===== src/rtl/sha_word_fifo_ctrl.sv =====
// sha_word_fifo_ctrl
// Ready/valid FIFO controller for an external 1R/1W asynchronous-read RAM.
// Holds only the write/read pointers and the occupancy count. Word storage
// lives in the RAM, and this block drives all of the RAM addressing.
//
// Ports:
//   clk_i, reset_n_i         clock, synchronous active-low reset
//   v_i, data_i, ready_o     upstream word interface (valid/ready)
//   v_o, data_o, yumi_i      downstream head-word interface (valid/yumi)
//   mem_w_v_o, mem_w_addr_o,
//   mem_w_data_o             RAM write port
//   mem_r_addr_o,
//   mem_r_data_i             RAM asynchronous read port
//   count_o                  occupancy, 0..els_p
//   full_o, empty_o,
//   almost_full_o            status flags, decoded from the occupancy count
module sha_word_fifo_ctrl #(
    parameter int unsigned width_p              = 32,
    parameter int unsigned els_p                = 16,
    parameter int unsigned almost_full_thresh_p = els_p - 2,
    // Derived widths; do not override.
    parameter int unsigned addr_width_lp        = (els_p > 1) ? $clog2(els_p) : 1,
    parameter int unsigned count_width_lp       = $clog2(els_p + 1)
) (
    input  logic                      clk_i,
    input  logic                      reset_n_i,

    input  logic                      v_i,
    input  logic [width_p-1:0]        data_i,
    output logic                      ready_o,

    output logic                      v_o,
    output logic [width_p-1:0]        data_o,
    input  logic                      yumi_i,

    output logic                      mem_w_v_o,
    output logic [addr_width_lp-1:0]  mem_w_addr_o,
    output logic [width_p-1:0]        mem_w_data_o,
    output logic [addr_width_lp-1:0]  mem_r_addr_o,
    input  logic [width_p-1:0]        mem_r_data_i,

    output logic [count_width_lp-1:0] count_o,
    output logic                      full_o,
    output logic                      empty_o,
    output logic                      almost_full_o
);

    localparam logic [addr_width_lp-1:0]  last_addr_lp = addr_width_lp'(els_p - 1);
    localparam logic [count_width_lp-1:0] els_cnt_lp   = count_width_lp'(els_p);
    localparam logic [count_width_lp-1:0] af_cnt_lp    = count_width_lp'(almost_full_thresh_p);

    logic [addr_width_lp-1:0]  wptr_r, wptr_n;
    logic [addr_width_lp-1:0]  rptr_r, rptr_n;
    logic [count_width_lp-1:0] count_r, count_n;
    logic                      enq, deq;

    // Status decode: flags depend only on the registered count
    assign empty_o       = (count_r == '0);
    assign full_o        = (count_r == els_cnt_lp);
    assign almost_full_o = (count_r >= af_cnt_lp);
    assign count_o       = count_r;

    // Handshakes are gated by reset so nothing moves while reset is held low
    assign ready_o = reset_n_i & ~full_o;
    assign v_o     = reset_n_i & ~empty_o;
    assign enq     = v_i & ready_o;
    assign deq     = yumi_i & v_o;

    // RAM port wiring; the read data is the head word with no bypass path
    assign mem_w_v_o    = enq;
    assign mem_w_addr_o = wptr_r;
    assign mem_w_data_o = data_i;
    assign mem_r_addr_o = rptr_r;
    assign data_o       = mem_r_data_i;

    // Next pointers and count; the explicit wrap compare supports any depth
    always_comb begin
        wptr_n  = wptr_r;
        rptr_n  = rptr_r;
        count_n = count_r;

        if (enq) begin
            wptr_n = (wptr_r == last_addr_lp) ? '0 : wptr_r + addr_width_lp'(1);
        end
        if (deq) begin
            rptr_n = (rptr_r == last_addr_lp) ? '0 : rptr_r + addr_width_lp'(1);
        end

        unique case ({enq, deq})
            2'b10:   count_n = count_r + count_width_lp'(1);
            2'b01:   count_n = count_r - count_width_lp'(1);
            default: count_n = count_r;
        endcase
    end

    // State registers, synchronous active-low reset
    always_ff @(posedge clk_i) begin
        if (!reset_n_i) begin
            wptr_r  <= '0;
            rptr_r  <= '0;
            count_r <= '0;
        end else begin
            wptr_r  <= wptr_n;
            rptr_r  <= rptr_n;
            count_r <= count_n;
        end
    end

endmodule


===== config.mk =====
export PLATFORM = sky130hd
export DESIGN_NAME = sha_word_fifo_ctrl
export DESIGN_NICKNAME = d
export VERILOG_FILES = /design/src/rtl/sha_word_fifo_ctrl.sv
export SDC_FILE = /design/constraint.sdc
export NUM_CORES = 1
export LEC_CHECK = 0
export CELL_PAD_IN_SITES_DETAIL_PLACEMENT = 0
export CELL_PAD_IN_SITES_GLOBAL_PLACEMENT = 1
export CORE_MARGIN = 10
export CORE_UTILIZATION = 17
export CTS_BUF_LIST = sky130_fd_sc_hd__clkbuf_4 sky130_fd_sc_hd__clkbuf_8 sky130_fd_sc_hd__clkbuf_16
export CTS_CLUSTER_SIZE = 12
export DETAILED_ROUTE_END_ITERATION = 10
export HOLD_SLACK_MARGIN = 0.05
export PLACE_DENSITY_LB_ADDON = 0.1
export SLEW_MARGIN = 10
export SYNTH_ARGS = -nofsm -noshare
export SYNTH_HDL_FRONTEND = slang
export SYNTH_SLANG_ARGS = --single-unit

===== constraint.sdc =====
create_clock -name clk_i -period 3.3 [get_ports clk_i]
set_input_delay 0.33 -clock clk_i [delete_from_list [all_inputs] [get_ports clk_i]]
set_output_delay 0.33 -clock clk_i [all_outputs]
set_load 0.02 [all_outputs]

* Yosys cells after proc, flatten, opt, wreduce, memory -nomap -nowiden *
Index checks and enable logic that the tools add are counted.

storage, ports and cells
  output and inout bits = 83
  flip-flop bits (word level) = 13

cells by class
  reductions and logical operators = 2
  bitwise operators = 6
  magnitude comparators = 1
  muxes and demuxes = 3
  add/sub/neg operators = 4
  eq/ne operators = 5

operators with widths
  kind                                                                    count
  5-bit case mux with 2 select lines                                      1
  4-bit by 1-bit adder with 4-bit output (second input constant)          2
  4-bit equality test (second input constant)                             2
  4-bit 2-to-1 mux                                                        2
  5-bit by 1-bit adder with 5-bit output (second input constant)          1
  5-bit equality test (second input constant)                             1
  5-bit by 4-bit >= comparator with 1-bit output (second input constant)  1
  5-bit zero test                                                         1
  5-bit by 1-bit subtractor with 5-bit output (second input constant)     1
  1-bit AND                                                               4
  2-bit by 1-bit equality test with 1-bit output (second input constant)  1
  2-bit equality test (second input constant)                             1
  1-bit NOT                                                               2
  2-bit nonzero test                                                      1

* Depth between registers and ports, before layout *
Gate-level depths: netlist (run 1).

  word-level depth = 6
  mapped depth = 9
  gate-level depth less buffers = 9

* Least setup slack after synthesis (run 1) *
Ideal clock, no wire load.

  path type = register to register
  start point = register count_r[0] (netlist: count_o[0])
  end point = register count_r[4] (netlist: count_o[4])
  data arrival time = 2.417 ns
  path slack = 0.812 ns
  buffers on the path = 0
  cell stages (with the launch flop) = 10
  period minus slack after synthesis = 2.488 ns
  cell sequence = dfxtp_1 or4_4 o21ai_4 nor2_1 ha_1 ha_1 nand3_1 and4b_1 a21oi_1 mux2i_1

between the ends
  longest elaborated chain between the ends = 6

ends and longest elaborated chain
  item                                                                                   line  text
  start: declaration                                                                     54    logic [count_width_lp-1:0] count_r, count_n;
  start signal: assignment                                                               105   count_r <= count_n;
  5-bit zero test (*)                                                                    58    assign empty_o = (count_r == '0);
  1-bit NOT (*)                                                                          65    assign v_o = reset_n_i & ~empty_o;
  1-bit AND (*)                                                                          65
  1-bit AND (*)                                                                          67    assign deq = yumi_i & v_o;
  named net deq                                                                          55    logic enq, deq;
  2-bit by 1-bit equality test with 1-bit output or 2-bit equality test (tied branches)  89    unique case ({enq, deq})
  5-bit case mux with 2 select lines or 2-bit nonzero test (tied branches)               --

Mark *: on every way through the listed nets, which the timed path passes. The rest lies on a longest branch.
A chain may end at the register's enable or synchronous reset.

* Worst setup path after layout (run 1) *
Ends and elaborated chain as after synthesis.

==> metrics, run 1 <==
Slew Viols, Final 0; initial detailed-routing violation count 4; total track usage 5.153%; area of the core 7214 um^2; first-pass GRT wire length 4.650 mm; Initial Util 17.41%; Worst Tran Pin Value 400.2 ps; diode count 0; met1 Usage GRT 5.816%; crit path DAT 2780 ps; crit-path max FO 6; FMAX 383.8 MHz; Reg2Reg Setup Slack 690 ps; CTS tree built; met3 Use GR 2.234%; cts bufs inserted 3; Min Clock Period, post-route 2606 ps; Syn Nets 228; proportion of synthesized chip area in sequential cells 20.72%; largest family of logic cells by synthesized area buffers and inverters; Slew HR 73.28%; commonest non-fill, non-tap cells in the layout clkdlybuf4s50_1, nor2_1, dfxtp_1, nand2_1; Root Driver clkbuf_8; via/cell ratio 3.592; CP max-delay cell or4_4; clock tree buffer depth 2; crit path launch type flop; Tcrit/Tclk final 78.96%; most frequent CP cell ha_1; vias in the first global route 836; simple-gate share of the synthesized area 13.84%; vias 765; Worst Slack Setup Final 694.4 ps; Syn Area/Cell 8.210 um^2; final worst clock skew 3.710 ps; worst setup path startpoint count_o[0]$_SDFFE_PN0P_; CP Class flop to flop; pwr/cell area 438.4 nW/um^2; DP Worst Slack 629.3 ps; synthesized flop and latch total 13; final wirelength 2.921 mm; R2R cell count 9; Hold WC Path Type flop to flop; share of layout cells above drive strength 1 11.40%; hold_buf cts 0; R2R Path Start count_o[0]$_SDFFE_PN0P_; RSZ-0062 raised after global routing false; worst reg2reg path endpoint count_o[4]$_SDFFE_PN0P_; post_cts resized 0; setup violators final 0; most common cell after layout, fill and taps aside clkdlybuf4s50_1; Mapped Area 1256 um^2; Power, Total 0.0005150 W; ANT nets after route 0; grt total ovfl 0; Clock transition at path regs 60 ps; Die Wd 106.0 um; post-synth cell types 29; status finished clean; Pre-antenna DRT Iters 3; Cells after Synth 153; synth-to-layout area growth -6.474%; met2 GRT Util 7.509%; I/O Buffers 22; Req. time, crit path 3480 ps; die height 106.0 um; delay of the slowest cell on the worst path 590 ps; routability cong. 0.7225; H-tree depth 1; Peak VDD IR 0.0001238 V; crit path to count_o[4]$_SDFFE_PN0P_; IO Pins 151; critical path endpoint category flop; Detailed Place HPWL 2.285 mm; Setup Fix Bufs, Post-CTS 0; Sink Count 13; post-synthesis adder-cell area fraction 7.570%; DRC Markers 0; Fin. Hold Viols 0; # rows 31; NumNets Final 190; P_leak 0.4974 nW; Syn. warnings 0; clk_lat worst skew 240 ps; Post-Synth XOR/XNOR Area 2.092%; post-synthesis mux area share 4.781%; Setup TNS 0 ps; Compound-Gate Fraction of Synth Area 10.56%; Routed WL per cell 13.71 um; total of max-cap violations 0; busiest grt layer met2; antenna violations before repair 0; crit-path cells or4_4 -> o21ai_4 -> nor2_1 -> ha_1 -> ha_1 -> nand3_1 -> and4b_1 -> a21oi_1 -> mux2i_1; Die Footprint 11,230 um^2; largest net degree at the start of global routing 12; layout filler cell count 833
==> final cells by class <==
class | count | area (um^2) | share of cell area, %
Multi-Input combinational cell | 69 | 488.0 | 41.53
Sequential cell | 13 | 260.3 | 22.15
Timing Repair Buffer | 25 | 242.7 | 20.66
Tap cell | 99 | 123.9 | 10.54
Clock buffer | 4 | 48.80 | 4.153
Inverter | 3 | 11.26 | 0.9585
==> registers in the layout, summed over array words and instances (netlist names) <==
register and flops:
mem_w_addr_o 4, count_o 5, mem_r_addr_o 4
==> layer usage <==
layer / vias to the layer above / wire (um)
met3: 20 / 327
met4: 0 / 90
met2: 48 / 1266
li1: 364 / -
met5: - / 0
met1: 333 / 1236
==> critical path, delay by kind of cell, from the launching register on <==
family          cells  cell delay, ps
simple gates        4             960
mux                 1             190
flops               1             380
compound gates      2             380
fa+ha+maj           2             650
==> cell usage after synthesis <==
cell      instances  area [um^2]
ha_1              6        75.07
nand2_1          11        41.29
nand2b_1          2        12.51
fa_1              1        20.02
xor2_1            2        17.52
dfxtp_1          13        260.3
nand3_1           3        15.01
o221a_1           1        11.26
inv_1             3        11.26
a31oi_1           2        12.51
or4_4             1        11.26
and4b_1           2        20.02
or3_1             1        6.260
a31o_2            2        17.52
a21o_1            1        7.510
mux2i_1           6        60.06
xnor2_1           1        8.760
nor2_1           14        52.55
a21boi_1          1        7.510
o21ai_4           1        16.27
buf_2             1        5.000
a311o_2           1        11.26
clkbuf_1          3        11.26
nand4b_1          1        8.760
a21o_2            1        8.760
buf_4            64        480.5
o211ai_1          2        15.01
nor4_1            1        6.260
a21oi_1           5        25.02
==> power by group <==
group	switching, W	internal, W
combinational	0.0000864	0.0000811
sequential	0.0000201	0.000169
clock	0.0000653	0.0000936
total	0.000172	0.000343
==> logic make-up (layout without fill, tap and decap cells) <==
| group | after synthesis | in the layout |
|---|---|---|
| muxes | 6 | 6 |
| xor gates and xnor gates | 3 | 3 |
| AOI/OAI and AO/OA | 17 | 17 |
| buffers and inverters | 71 | 32 |
| DFF | 13 | 13 |
| adders and majority gates | 7 | 7 |
| and+or+nand+nor | 36 | 36 |
==> metrics by stage <==
step / instance area [um^2] / hold slack (ps) / utilization [%] / instances
after global placement: 1126 / 512.9 / 15.61 / 209
after detailed placement: 1126 / 508.4 / 15.61 / 209
after CTS: 1175 / 518.7 / 16.29 / 213
final: 1175 / 513.7 / 16.29 / 213
after floorplan: 1256 / 471.3 / - / 153
after global routing: 1175 / 545.7 / 16.29 / 213
==> worst min-delay path by stage <==
| stage | from | end | slack (ps) | cells past startpoint |
|---|---|---|---|---|
| 6_report | mem_r_addr_o[0]$_SDFFE_PN0P_ | mem_r_addr_o[0]$_SDFFE_PN0P_ | 510 | 2 |
| 3_5_place_dp | mem_r_addr_o[0]$_SDFFE_PN0P_ | mem_r_addr_o[0]$_SDFFE_PN0P_ | 510 | 2 |
| 3_3_place_gp | mem_w_addr_o[2]$_SDFFE_PN0P_ | mem_w_addr_o[2]$_SDFFE_PN0P_ | 510 | 2 |
| 5_1_grt | mem_r_addr_o[0]$_SDFFE_PN0P_ | mem_r_addr_o[0]$_SDFFE_PN0P_ | 550 | 2 |
| 4_1_cts | mem_r_addr_o[0]$_SDFFE_PN0P_ | mem_r_addr_o[0]$_SDFFE_PN0P_ | 520 | 2 |
| 2_1_floorplan | reset_n_i | mem_r_addr_o[0]$_SDFFE_PN0P_ | 470 | 2 |
Note: power is estimated with default switching activity, not from simulation.
==> run 2: changes to the inputs <==
==> constraint.sdc (replaced) <==
create_clock -name clk_i -period 2.6 [get_ports clk_i]
set_input_delay 0.26 -clock clk_i [delete_from_list [all_inputs] [get_ports clk_i]]
set_output_delay 0.26 -clock clk_i [all_outputs]
set_load 0.02 [all_outputs]
==> run 2 against run 1 <==
Flip-flop and latch count unchanged. Die area unchanged. Critical path depth unchanged. Maximum frequency increased by 5.9%. Critical path type unchanged. Largest power group is now combinational cells.
==> metrics, run 2 (synthesis results as in run 1) <==
status finished clean; final wirelength 2.942 mm (+0.72%); clock share of power 29.2% (-1.7 points); diode count 0 (unchanged); Worst Tran Pin Value 426.5 ps (+26.34 ps); # rows 31 (unchanged); area of the core 7214 um^2 (unchanged); Min Clock Period, post-route 2460 ps (-146.0 ps); delay of the slowest cell on the worst path 530 ps (-60 ps); crit-path max FO 6 (unchanged); RSZ-0062 raised after global routing false; Clock transition at path regs 70 ps (about the same); clk_lat worst skew 250 ps (about the same); routability cong. 0.6670 (-7.7%); antenna violations before repair 0 (unchanged); final worst clock skew 8.713 ps (+5.003 ps); cell internal pwr 0.0004333 W (+26%); Die Wd 106.0 um (unchanged); Peak VDD IR 0.0001882 V (+52%); total track usage 5.289% (+0.14 points); P_leak 0.5171 nW (+4.0%); Fin. Hold Viols 0 (unchanged); initial detailed-routing violation count 17 (+13); Die Footprint 11,230 um^2 (unchanged); Buffers & Inverters on Critical Path 0 (unchanged); grt total ovfl 0 (unchanged); sw frac 33.97% (+0.61 points); Tcrit/Tclk final 94.60% (+16 points); FMAX 406.6 MHz (+5.9%); share of layout cells above drive strength 1 14.41% (+3.0 points); Sequential Power Share 35.3% (-1.3 points); busiest grt layer met2; commonest non-fill, non-tap cells in the layout clkdlybuf4s50_1, nor2_1, dfxtp_1, nand2_1, buf_4; CP max-delay cell or4_4; most common cell after layout, fill and taps aside clkdlybuf4s50_1; ANT nets after route 0 (unchanged); Routed WL per cell 13.56 um (-1.1%); Hold WC Path Type flop to flop; Req. time, crit path 2780 ps (-700 ps); worst reg2reg path endpoint count_o[4]$_SDFFE_PN0P_; placed standard-cell area 1156 um^2 (+2.7%); CTS tree built; final instance area 1202 um^2 (+2.3%); crit-path cells or4_4 -> o21ai_4 -> nor2_1 -> ha_1 -> ha_1 -> nand3_1 -> and4b_1 -> a21oi_1 -> mux2i_1; die height 106.0 um (unchanged); hold path startpoint mem_r_addr_o[0]$_SDFFE_PN0P_; H-tree depth 1 (unchanged); DRC Markers 0 (unchanged); pwr/cell area 545.8 nW/um^2 (+24%); vias 788 (+3.0%); Setup TNS 0 ps (unchanged); clock tree buffer depth 2 (unchanged); max reg flops 5 (unchanged); hold slack 510.9 ps (-2.740 ps); Initial Util 17.41% (unchanged); hold endpoint mem_r_addr_o[0]$_SDFFE_PN0P_; Slew Viols, Final 0 (unchanged); vias in the first global route 866 (+3.6%); first-pass GRT wire length 4.698 mm (+1.0%); post_cts resized 0 (unchanged); R2R Path Start count_o[2]$_SDFFE_PN0P_; P_sw 0.0002229 W (+30%); total of max-cap violations 0 (unchanged); I/O Buffers 22 (unchanged); setup violators final 0 (unchanged); crit path DAT 2640 ps (-140 ps); part of the power in combinational logic 35.5% (+3.0 points); Reg2Reg Setup Slack 140 ps (-550 ps); R2R cell count 9 (unchanged); met2 GRT Util 7.420% (-0.088 points); Pre-antenna DRT Iters 3 (unchanged); met3 Use GR 3.321% (+1.1 points); worst hold path stage count 2 (unchanged); final core utilization 16.67% (+0.38 points); CP Class flop to flop; Sink Count 13 (unchanged); Root Driver clkbuf_8; cts bufs inserted 3 (unchanged); crit path launch type flop; via/cell ratio 3.631 (+1.1%); hold_buf cts 0 (unchanged); Setup Fix Bufs, Post-CTS 0 (unchanged); most frequent CP cell ha_1; CP delay by family, top simple AND/OR/NAND/NOR gates; synth-to-layout area growth -4.283%; critical path endpoint category flop; met1 Usage GRT 5.847% (+0.031 points); Detailed Place HPWL 2.355 mm (+3.1%); largest net degree at the start of global routing 12 (unchanged); NumNets Final 194 (+2.1%); Slew HR 71.30% (-2.0 points); IO Pins 151 (unchanged)
==> run 2: layer usage <==
metal,share of wire [%],up-vias
met3,12,22
met2,43,48
met5,0,-
met4,3.5,0
met1,42,345
li1,-,373
==> run 2: worst max path at each step <==
| stage | slack, ps | from | to | cells past startpoint |
|---|---|---|---|---|
| 5_1_grt | 20 | count_o[2]$_SDFFE_PN0P_ | count_o[3]$_SDFFE_PN0P_ | 9 |
| 6_report | 140 | count_o[2]$_SDFFE_PN0P_ | count_o[4]$_SDFFE_PN0P_ | 9 |
| 4_1_cts | 130 | count_o[2]$_SDFFE_PN0P_ | count_o[4]$_SDFFE_PN0P_ | 9 |
| 2_1_floorplan | 110 | count_o[0]$_SDFFE_PN0P_ | count_o[4]$_SDFFE_PN0P_ | 9 |
| 3_5_place_dp | 80 | v_i | count_o[4]$_SDFFE_PN0P_ | 9 |
| 3_3_place_gp | 80 | count_o[2]$_SDFFE_PN0P_ | count_o[3]$_SDFFE_PN0P_ | 9 |
==> run 2: cell type report <==
cell class	count	area (um^2)
Clock buffer	3	41.29
Sequential cell	13	260.3
Clock inverter	1	5.005
Multi-Input combinational cell	69	488.0
Fill cell	846	6012
Timing Repair Buffer	29	272.8
Inverter	3	11.26
Tap cell	99	123.9
==> run 2: worst min-delay path, cell delays in order (launching register included) <==
cell	delay, ps
dfxtp_1	340
nand2_1	70
a21oi_1	50
==> run 2: power groups by stage <==
stage          Sequential, W  Clock (W)  Combinational [W]
2_1_floorplan       0.000255          0           0.000259
3_3_place_gp        0.000237          0           0.000242
3_5_place_dp        0.000236          0           0.000239
4_1_cts             0.000232   0.000203           0.000240
5_1_grt             0.000235   0.000211           0.000258
6_report            0.000232   0.000192           0.000233
==> run 2: stage by stage <==
step | instances | worst slack [ps] | power, W
2_1_floorplan | 153 | 111.6 | 0.0005137
3_5_place_dp | 213 | 75.23 | 0.0004752
5_1_grt | 217 | 15.26 | 0.0007042
4_1_cts | 217 | 125.8 | 0.0006748
3_3_place_gp | 213 | 84.88 | 0.0004784
6_report | 217 | 140.5 | 0.0006562
